$ cat src/rtl/vta_host_axil_master_if.sv
// AXI4-Lite channel bundle between the host request bridge (master) and the
// accelerator control-register block (slave).
interface vta_host_axil_master_if #(
    parameter int ADDR_BITS = 8,
    parameter int DATA_BITS = 32
);
    logic                     m_awvalid;
    logic                     m_awready;
    logic [ADDR_BITS-1:0]     m_awaddr;
    logic                     m_wvalid;
    logic                     m_wready;
    logic [DATA_BITS-1:0]     m_wdata;
    logic [DATA_BITS/8-1:0]   m_wstrb;
    logic                     m_bvalid;
    logic                     m_bready;
    logic [1:0]               m_bresp;
    logic                     m_arvalid;
    logic                     m_arready;
    logic [ADDR_BITS-1:0]     m_araddr;
    logic                     m_rvalid;
    logic                     m_rready;
    logic [DATA_BITS-1:0]     m_rdata;
    logic [1:0]               m_rresp;

    modport master (
        output m_awvalid, m_awaddr, m_wvalid, m_wdata, m_wstrb, m_bready,
               m_arvalid, m_araddr, m_rready,
        input  m_awready, m_wready, m_bvalid, m_bresp, m_arready,
               m_rvalid, m_rdata, m_rresp
    );

    modport slave (
        input  m_awvalid, m_awaddr, m_wvalid, m_wdata, m_wstrb, m_bready,
               m_arvalid, m_araddr, m_rready,
        output m_awready, m_wready, m_bvalid, m_bresp, m_arready,
               m_rvalid, m_rdata, m_rresp
    );
endinterface

$ cat src/rtl/vta_host_axil_master.sv
// Host request -> single AXI4-Lite transaction bridge. One request in flight;
// read data returns as a one-cycle pulse, non-OKAY responses latch a sticky err.
module vta_host_axil_master #(
    parameter int ADDR_BITS = 8,
    parameter int DATA_BITS = 32
) (
    input  logic                  clock,
    input  logic                  reset_n,
    input  logic                  req_valid,
    input  logic                  req_opcode,
    input  logic [ADDR_BITS-1:0]  req_addr,
    input  logic [DATA_BITS-1:0]  req_value,
    output logic                  req_deq,
    output logic                  resp_valid,
    output logic [DATA_BITS-1:0]  resp_bits,
    output logic                  err,
    vta_host_axil_master_if.master m
);

    typedef enum logic [2:0] {
        ST_IDLE  = 3'd0,
        ST_WRITE = 3'd1,
        ST_WRESP = 3'd2,
        ST_READ  = 3'd3,
        ST_RDATA = 3'd4
    } state_t;

    state_t                 state_r;
    logic [ADDR_BITS-1:0]   addr_r;
    logic [DATA_BITS-1:0]   data_r;

    logic                   aw_fire_s;
    logic                   w_fire_s;
    logic                   wr_done_s;

    // Any response code other than OKAY counts as an error.
    function automatic logic resp_err(input logic [1:0] resp);
        return (resp != 2'b00);
    endfunction

    // Address and data come straight from the capture registers, so they are
    // stable for as long as the corresponding valid is high.
    assign m.m_awaddr = addr_r;
    assign m.m_araddr = addr_r;
    assign m.m_wdata  = data_r;
    assign m.m_wstrb  = {(DATA_BITS/8){1'b1}};

    assign aw_fire_s = m.m_awvalid & m.m_awready;
    assign w_fire_s  = m.m_wvalid  & m.m_wready;

    // A write channel is finished once its valid is gone or is being accepted now.
    always_comb begin
        wr_done_s = 1'b0;
        if ((!m.m_awvalid || aw_fire_s) && (!m.m_wvalid || w_fire_s)) begin
            wr_done_s = 1'b1;
        end else begin
            wr_done_s = 1'b0;
        end
    end

    // Transaction sequencer: owns every registered output of the bridge.
    always_ff @(posedge clock or negedge reset_n) begin
        if (!reset_n) begin
            state_r     <= ST_IDLE;
            addr_r      <= '0;
            data_r      <= '0;
            req_deq     <= 1'b0;
            resp_valid  <= 1'b0;
            resp_bits   <= '0;
            err         <= 1'b0;
            m.m_awvalid <= 1'b0;
            m.m_wvalid  <= 1'b0;
            m.m_bready  <= 1'b0;
            m.m_arvalid <= 1'b0;
            m.m_rready  <= 1'b0;
        end else begin
            req_deq    <= 1'b0;
            resp_valid <= 1'b0;
            case (state_r)
                ST_IDLE: begin
                    if (req_valid) begin
                        addr_r  <= req_addr;
                        data_r  <= req_value;
                        req_deq <= 1'b1;
                        if (req_opcode) begin
                            m.m_awvalid <= 1'b1;
                            m.m_wvalid  <= 1'b1;
                            state_r     <= ST_WRITE;
                        end else begin
                            m.m_arvalid <= 1'b1;
                            state_r     <= ST_READ;
                        end
                    end
                end
                ST_WRITE: begin
                    if (aw_fire_s) begin
                        m.m_awvalid <= 1'b0;
                    end
                    if (w_fire_s) begin
                        m.m_wvalid <= 1'b0;
                    end
                    if (wr_done_s) begin
                        m.m_bready <= 1'b1;
                        state_r    <= ST_WRESP;
                    end
                end
                ST_WRESP: begin
                    if (m.m_bvalid && m.m_bready) begin
                        m.m_bready <= 1'b0;
                        err        <= err | resp_err(m.m_bresp);
                        state_r    <= ST_IDLE;
                    end
                end
                ST_READ: begin
                    if (m.m_arvalid && m.m_arready) begin
                        m.m_arvalid <= 1'b0;
                        m.m_rready  <= 1'b1;
                        state_r     <= ST_RDATA;
                    end
                end
                ST_RDATA: begin
                    // Erroring reads still hand their data back.
                    if (m.m_rvalid && m.m_rready) begin
                        m.m_rready <= 1'b0;
                        resp_bits  <= m.m_rdata;
                        resp_valid <= 1'b1;
                        err        <= err | resp_err(m.m_rresp);
                        state_r    <= ST_IDLE;
                    end
                end
                default: begin
                    m.m_awvalid <= 1'b0;
                    m.m_wvalid  <= 1'b0;
                    m.m_bready  <= 1'b0;
                    m.m_arvalid <= 1'b0;
                    m.m_rready  <= 1'b0;
                    state_r     <= ST_IDLE;
                end
            endcase
        end
    end

endmodule

$ cat src/flat_wrapper.sv
// flat-port wrapper written by rule: the top's interface ports become plain ports
module vta_host_axil_master_flat 
#(
    parameter int ADDR_BITS = 8,
    parameter int DATA_BITS = 32
)
  (clock, reset_n, req_valid, req_opcode, req_addr, req_value, req_deq, resp_valid, resp_bits, err, m_m_awvalid, m_m_awaddr, m_m_wvalid, m_m_wdata, m_m_wstrb, m_m_bready, m_m_arvalid, m_m_araddr, m_m_rready, m_m_awready, m_m_wready, m_m_bvalid, m_m_bresp, m_m_arready, m_m_rvalid, m_m_rdata, m_m_rresp);
  vta_host_axil_master_if #(.ADDR_BITS(ADDR_BITS), .DATA_BITS(DATA_BITS)) m_i ();
  input  logic clock;
  input  logic reset_n;
  input  logic req_valid;
  input  logic req_opcode;
  input  logic [ADDR_BITS-1:0] req_addr;
  input  logic [DATA_BITS-1:0] req_value;
  output logic req_deq;
  output logic resp_valid;
  output logic [DATA_BITS-1:0] resp_bits;
  output logic err;
  output wire logic [$bits(m_i.m_awvalid)-1:0] m_m_awvalid;
  output wire logic [$bits(m_i.m_awaddr)-1:0] m_m_awaddr;
  output wire logic [$bits(m_i.m_wvalid)-1:0] m_m_wvalid;
  output wire logic [$bits(m_i.m_wdata)-1:0] m_m_wdata;
  output wire logic [$bits(m_i.m_wstrb)-1:0] m_m_wstrb;
  output wire logic [$bits(m_i.m_bready)-1:0] m_m_bready;
  output wire logic [$bits(m_i.m_arvalid)-1:0] m_m_arvalid;
  output wire logic [$bits(m_i.m_araddr)-1:0] m_m_araddr;
  output wire logic [$bits(m_i.m_rready)-1:0] m_m_rready;
  input wire logic [$bits(m_i.m_awready)-1:0] m_m_awready;
  input wire logic [$bits(m_i.m_wready)-1:0] m_m_wready;
  input wire logic [$bits(m_i.m_bvalid)-1:0] m_m_bvalid;
  input wire logic [$bits(m_i.m_bresp)-1:0] m_m_bresp;
  input wire logic [$bits(m_i.m_arready)-1:0] m_m_arready;
  input wire logic [$bits(m_i.m_rvalid)-1:0] m_m_rvalid;
  input wire logic [$bits(m_i.m_rdata)-1:0] m_m_rdata;
  input wire logic [$bits(m_i.m_rresp)-1:0] m_m_rresp;
  assign m_m_awvalid = m_i.m_awvalid;
  assign m_m_awaddr = m_i.m_awaddr;
  assign m_m_wvalid = m_i.m_wvalid;
  assign m_m_wdata = m_i.m_wdata;
  assign m_m_wstrb = m_i.m_wstrb;
  assign m_m_bready = m_i.m_bready;
  assign m_m_arvalid = m_i.m_arvalid;
  assign m_m_araddr = m_i.m_araddr;
  assign m_m_rready = m_i.m_rready;
  assign m_i.m_awready = m_m_awready;
  assign m_i.m_wready = m_m_wready;
  assign m_i.m_bvalid = m_m_bvalid;
  assign m_i.m_bresp = m_m_bresp;
  assign m_i.m_arready = m_m_arready;
  assign m_i.m_rvalid = m_m_rvalid;
  assign m_i.m_rdata = m_m_rdata;
  assign m_i.m_rresp = m_m_rresp;
  vta_host_axil_master #(.ADDR_BITS(ADDR_BITS), .DATA_BITS(DATA_BITS)) u_core (.clock(clock), .reset_n(reset_n), .req_valid(req_valid), .req_opcode(req_opcode), .req_addr(req_addr), .req_value(req_value), .req_deq(req_deq), .resp_valid(resp_valid), .resp_bits(resp_bits), .err(err), .m(m_i));
endmodule
$ cat config.mk
export PLATFORM = sky130hd
export DESIGN_NAME = vta_host_axil_master_flat
export DESIGN_NICKNAME = d
export VERILOG_FILES = /design/src/rtl/vta_host_axil_master_if.sv /design/src/rtl/vta_host_axil_master.sv /design/src/flat_wrapper.sv
export SDC_FILE = /design/constraint.sdc
export NUM_CORES = 1
export LEC_CHECK = 0
export ABC_AREA = 1
export ABC_CLOCK_PERIOD_IN_PS = 3300
export CORE_UTILIZATION = 45
export DETAILED_ROUTE_END_ITERATION = 8
export DONT_BUFFER_PORTS = 1
export SLEW_MARGIN = 20
export SYNTH_ARGS = -nofsm -noshare
export SYNTH_HDL_FRONTEND = slang
export SYNTH_SLANG_ARGS = --single-unit
$ cat constraint.sdc
create_clock -name clock -period 3.3 [get_ports clock]
set_input_delay 0.495 -clock clock [delete_from_list [all_inputs] [get_ports clock]]
set_output_delay 0.495 -clock clock [all_outputs]
set_load 0.005 [all_outputs]
==> results.yml <==
status:
  status: "completed"
floorplan:
  die_width_um: 90.9
  ios: 177
  start_util_pct: 46.3
  core-area_sq_um: 7690
  die_area_sq_um: 8260
  rows: 32
  die_h_um: 90.9
critical_path:
  required_ps: 3580
  timing.rr.start: "u_core.state_r[1]$_DFFE_PN0P_"
  critPathLaunch: "u_core.state_r[1]$_DFFE_PN0P_"
  cpMaxStageDelayCell: "dfrtp_1"
  max_stage_delay_ps: 530
  path_class: "reg2reg"
  crit_path_end_kind: "flop"
  cpMostUsedCell: "nand2_1"
  cp.arrival_ps: 2160
  crit_fanout: 33
  path_cells: "nor2_4 > nand2_2 > inv_2 > nand3_4 > inv_4 > nand2_1 > nand2_1"
  startpoint_type: "flop"
cts:
  cts_tree: "built"
  cts_setup_buffers: 0
  cts_buffers: 9
  clkTransAtPathRegs_ps: 90
  cts_resized: 0
  cts_sinks: 83
  clockRootBuffer: "clkbuf_8"
  htree_levels: 3
  clockBufferDepth: 2
  clk_latency_ps: 340
cells_and_area:
  finish.utilization_pct: 48.0
  final_cell_mix: "nand2_1 (237), dfrtp_1 (83), nand2_2 (20)"
  final_common_cell: "nand2_1"
  nets: 487
  final_cell_area_sq_um: 3690
  drive_above_1_share_pct: 10.9
  antenna_cells: 0
  syn_to_final_growth_pct: 3.80
pwr:
  cellInternalPower_uw: 1360
  worst_ir_drop_vdd_v: 0.000210
  power_frac_seq_pct: 58.7
  pwr-share-clk_pct: 39.8
  p_leak_uw: 0.00213
  switching_share_pct: 21.4
  powerDensity_nw_per_um2: 469
  combPwrFrac_pct: 1.5
  p_sw_uw: 371
synth:
  avgSynthCellArea_sq_um: 8.61
  yosys.area_share.simple_pct: 32.9
  netlist_area_sq_um: 3560
  yosysWarnings: 0
  synth_area_leaders: "dfrtp_1 (58%), nand2_1 (25%), nand2_2 (3.5%)"
  synth.area.mux_share_pct: 0
  yosysTopAreaCell: "dfrtp_1"
  ys_seq_area_share_pct: 58.4
  synthCells: 413
  synth_top_area_share_pct: 58.4
  synth_compound_area_share_pct: 0.633
  ys_ff_latch: 83
  synthXorXnorAreaFrac_pct: 0
  netlist-cell-type-count: 21
  synth_top_family_by_area: "simple AND/OR/NAND/NOR gates"
  synthAdderAreaFrac_pct: 0
timing:
  fin_skew_ps: 13.2
  setup_viol: 0
  max_freq_mhz: 533
  period_needed_ps: 1880
  period_share_pct: 56.9
  rsz0062_at_grt: "false"
  tns_ps: 0
  slew-limit-headroom_pct: 60.0
  slew_viol_final: 0
  tightest_slew_ps: 599
  hold_violations: 0
detailed_routing:
  dr.pass1.iters: 5
  vias: 2473
  drtAntennaViolNets: 0
  drt-vias-per-instance: 4.88
  drc: 0
  wl_um: 7230
  drt-initial-drc-count: 132
  wl_per_cell_um: 14.3
global_route:
  grt_pass1_wl_um: 11600
  grt_max_degree: 84
  grt_antenna_before_repair: 0
  grt_usage_pct: 18.2
  grt_pass1_vias: 2471
  grt_overflow: 0
flow_run:
  cap_violations: 0
placement:
  placed_cell_area_sq_um: 3480
  port_buffers: 0
  dp_hpwl_um: 4950
  gp_congestion: 0.804
min_path:
  hold_class: "in2async"
## power groups by stage
stage / Sequential [uW] / Combinational (uW) / Clock, uW
3_3_place_gp: 1040 / 3.46 / 0
5_1_grt: 1020 / 30.9 / 753
3_5_place_dp: 1040 / 3.46 / 0
4_1_cts: 1020 / 27.7 / 718
2_1_floorplan: 1040 / 6.61 / 0
6_report: 1020 / 25.4 / 690
## metal layers
| metal | vias to the layer above | global-route usage [%] | wire length (um) |
|---|---|---|---|
| met1 | 1146 | 21.2 | 2880 |
| li1 | 1208 | - | - |
| met3 | 15 | 6.57 | 662 |
| met2 | 104 | 29.7 | 3520 |
| met4 | 0 | 9.13 | 172 |
| met5 | - | 0 | 0 |
## cells in the mapped netlist
master and instances:
buf_2 7, buf_4 12, buf_6 7, buf_8 1, clkinv_2 1, conb_1 1, dfrtp_1 83, inv_1 13
inv_2 1, inv_4 1, nand2_1 237, nand2_2 20, nand3_1 12, nand3_4 1, nand4_1 1, nor2_1 7
nor2_2 1, nor2_4 2, nor3_4 1, o21ai_0 3, o21bai_1 1
## what timing repair did
| item | 4_1_cts | 5_1_grt |
|---|---|---|
| hold buffers | 1 | 0 |
| setup endpoints to repair | 0 | 0 |
| hold endpoints to repair | 83 | 0 |
## metrics by stage
stage / worst slack [ps] / std cells / power [uW] / hold slack [ps]
after floorplan: 2070 / 416 / 1040 / 199
after global placement: 1490 / 492 / 1040 / 202
after detailed placement: 1420 / 492 / 1040 / 202
after CTS: 1420 / 507 / 1760 / 55.5
after global routing: 1240 / 507 / 1800 / 70.1
final: 1420 / 507 / 1730 / 53.7
## worst max-delay path, delay by kind of cell (launching register included)
kind | cells | cell delay [ps]
AND/OR/NAND/NOR | 5 | 740
flip-flops | 1 | 530
buffers and inverters | 2 | 520
## path summary, 6_finish.rpt
kind | end | slack [ps] | cells past startpoint
setup / recovery | u_core.resp_bits[27]$_DFFE_PN0P_ | 1420 | 7
hold / removal | u_core.resp_valid$_DFF_PN0_ | 50 | 1
setup reg to reg | u_core.resp_bits[27]$_DFFE_PN0P_ | 1420 | 7
hold reg to reg | u_core.resp_bits[5]$_DFFE_PN0P_ | 510 | 2
max in group asynchronous | u_core.m.m_araddr[2]$_DFFE_PN0P_ | 2940 | 1
min in group clock | u_core.m.m_wdata[21]$_DFFE_PN0P_ | 250 | 2
## sequential cells by signal, summed over array words and instances (netlist names)
register and count:
u_core.m.m_bready 1, u_core.req_deq 1, u_core.m.m_wvalid 1, u_core.m.m_wdata 32
u_core.resp_valid 1, u_core.m.m_awvalid 1, u_core.resp_bits 32, u_core.state_r 3
u_core.m.m_arvalid 1, u_core.err 1, u_core.m.m_araddr 8, u_core.m.m_rready 1
## cells by family (layout without fill, tap and decap cells)
logic type             Yosys count  in the layout
other                            1              4
buffers and inverters           43             32
AND/OR/NAND/NOR                282            282
AO/OA/AOI/OAI                    4              4
flip-flops                      83             83
## final cells by class
type / count / area, sq um
multi-input cells: 290 / 1210
repair buffers: 2 / 35.0
clock inverters: 5 / 56.3
well taps: 102 / 128
inverters: 16 / 63.8
clock buffers: 9 / 124
flip-flops and latches: 83 / 2080
fillers: 769 / 4000
(Power assumes the default switching activity.)
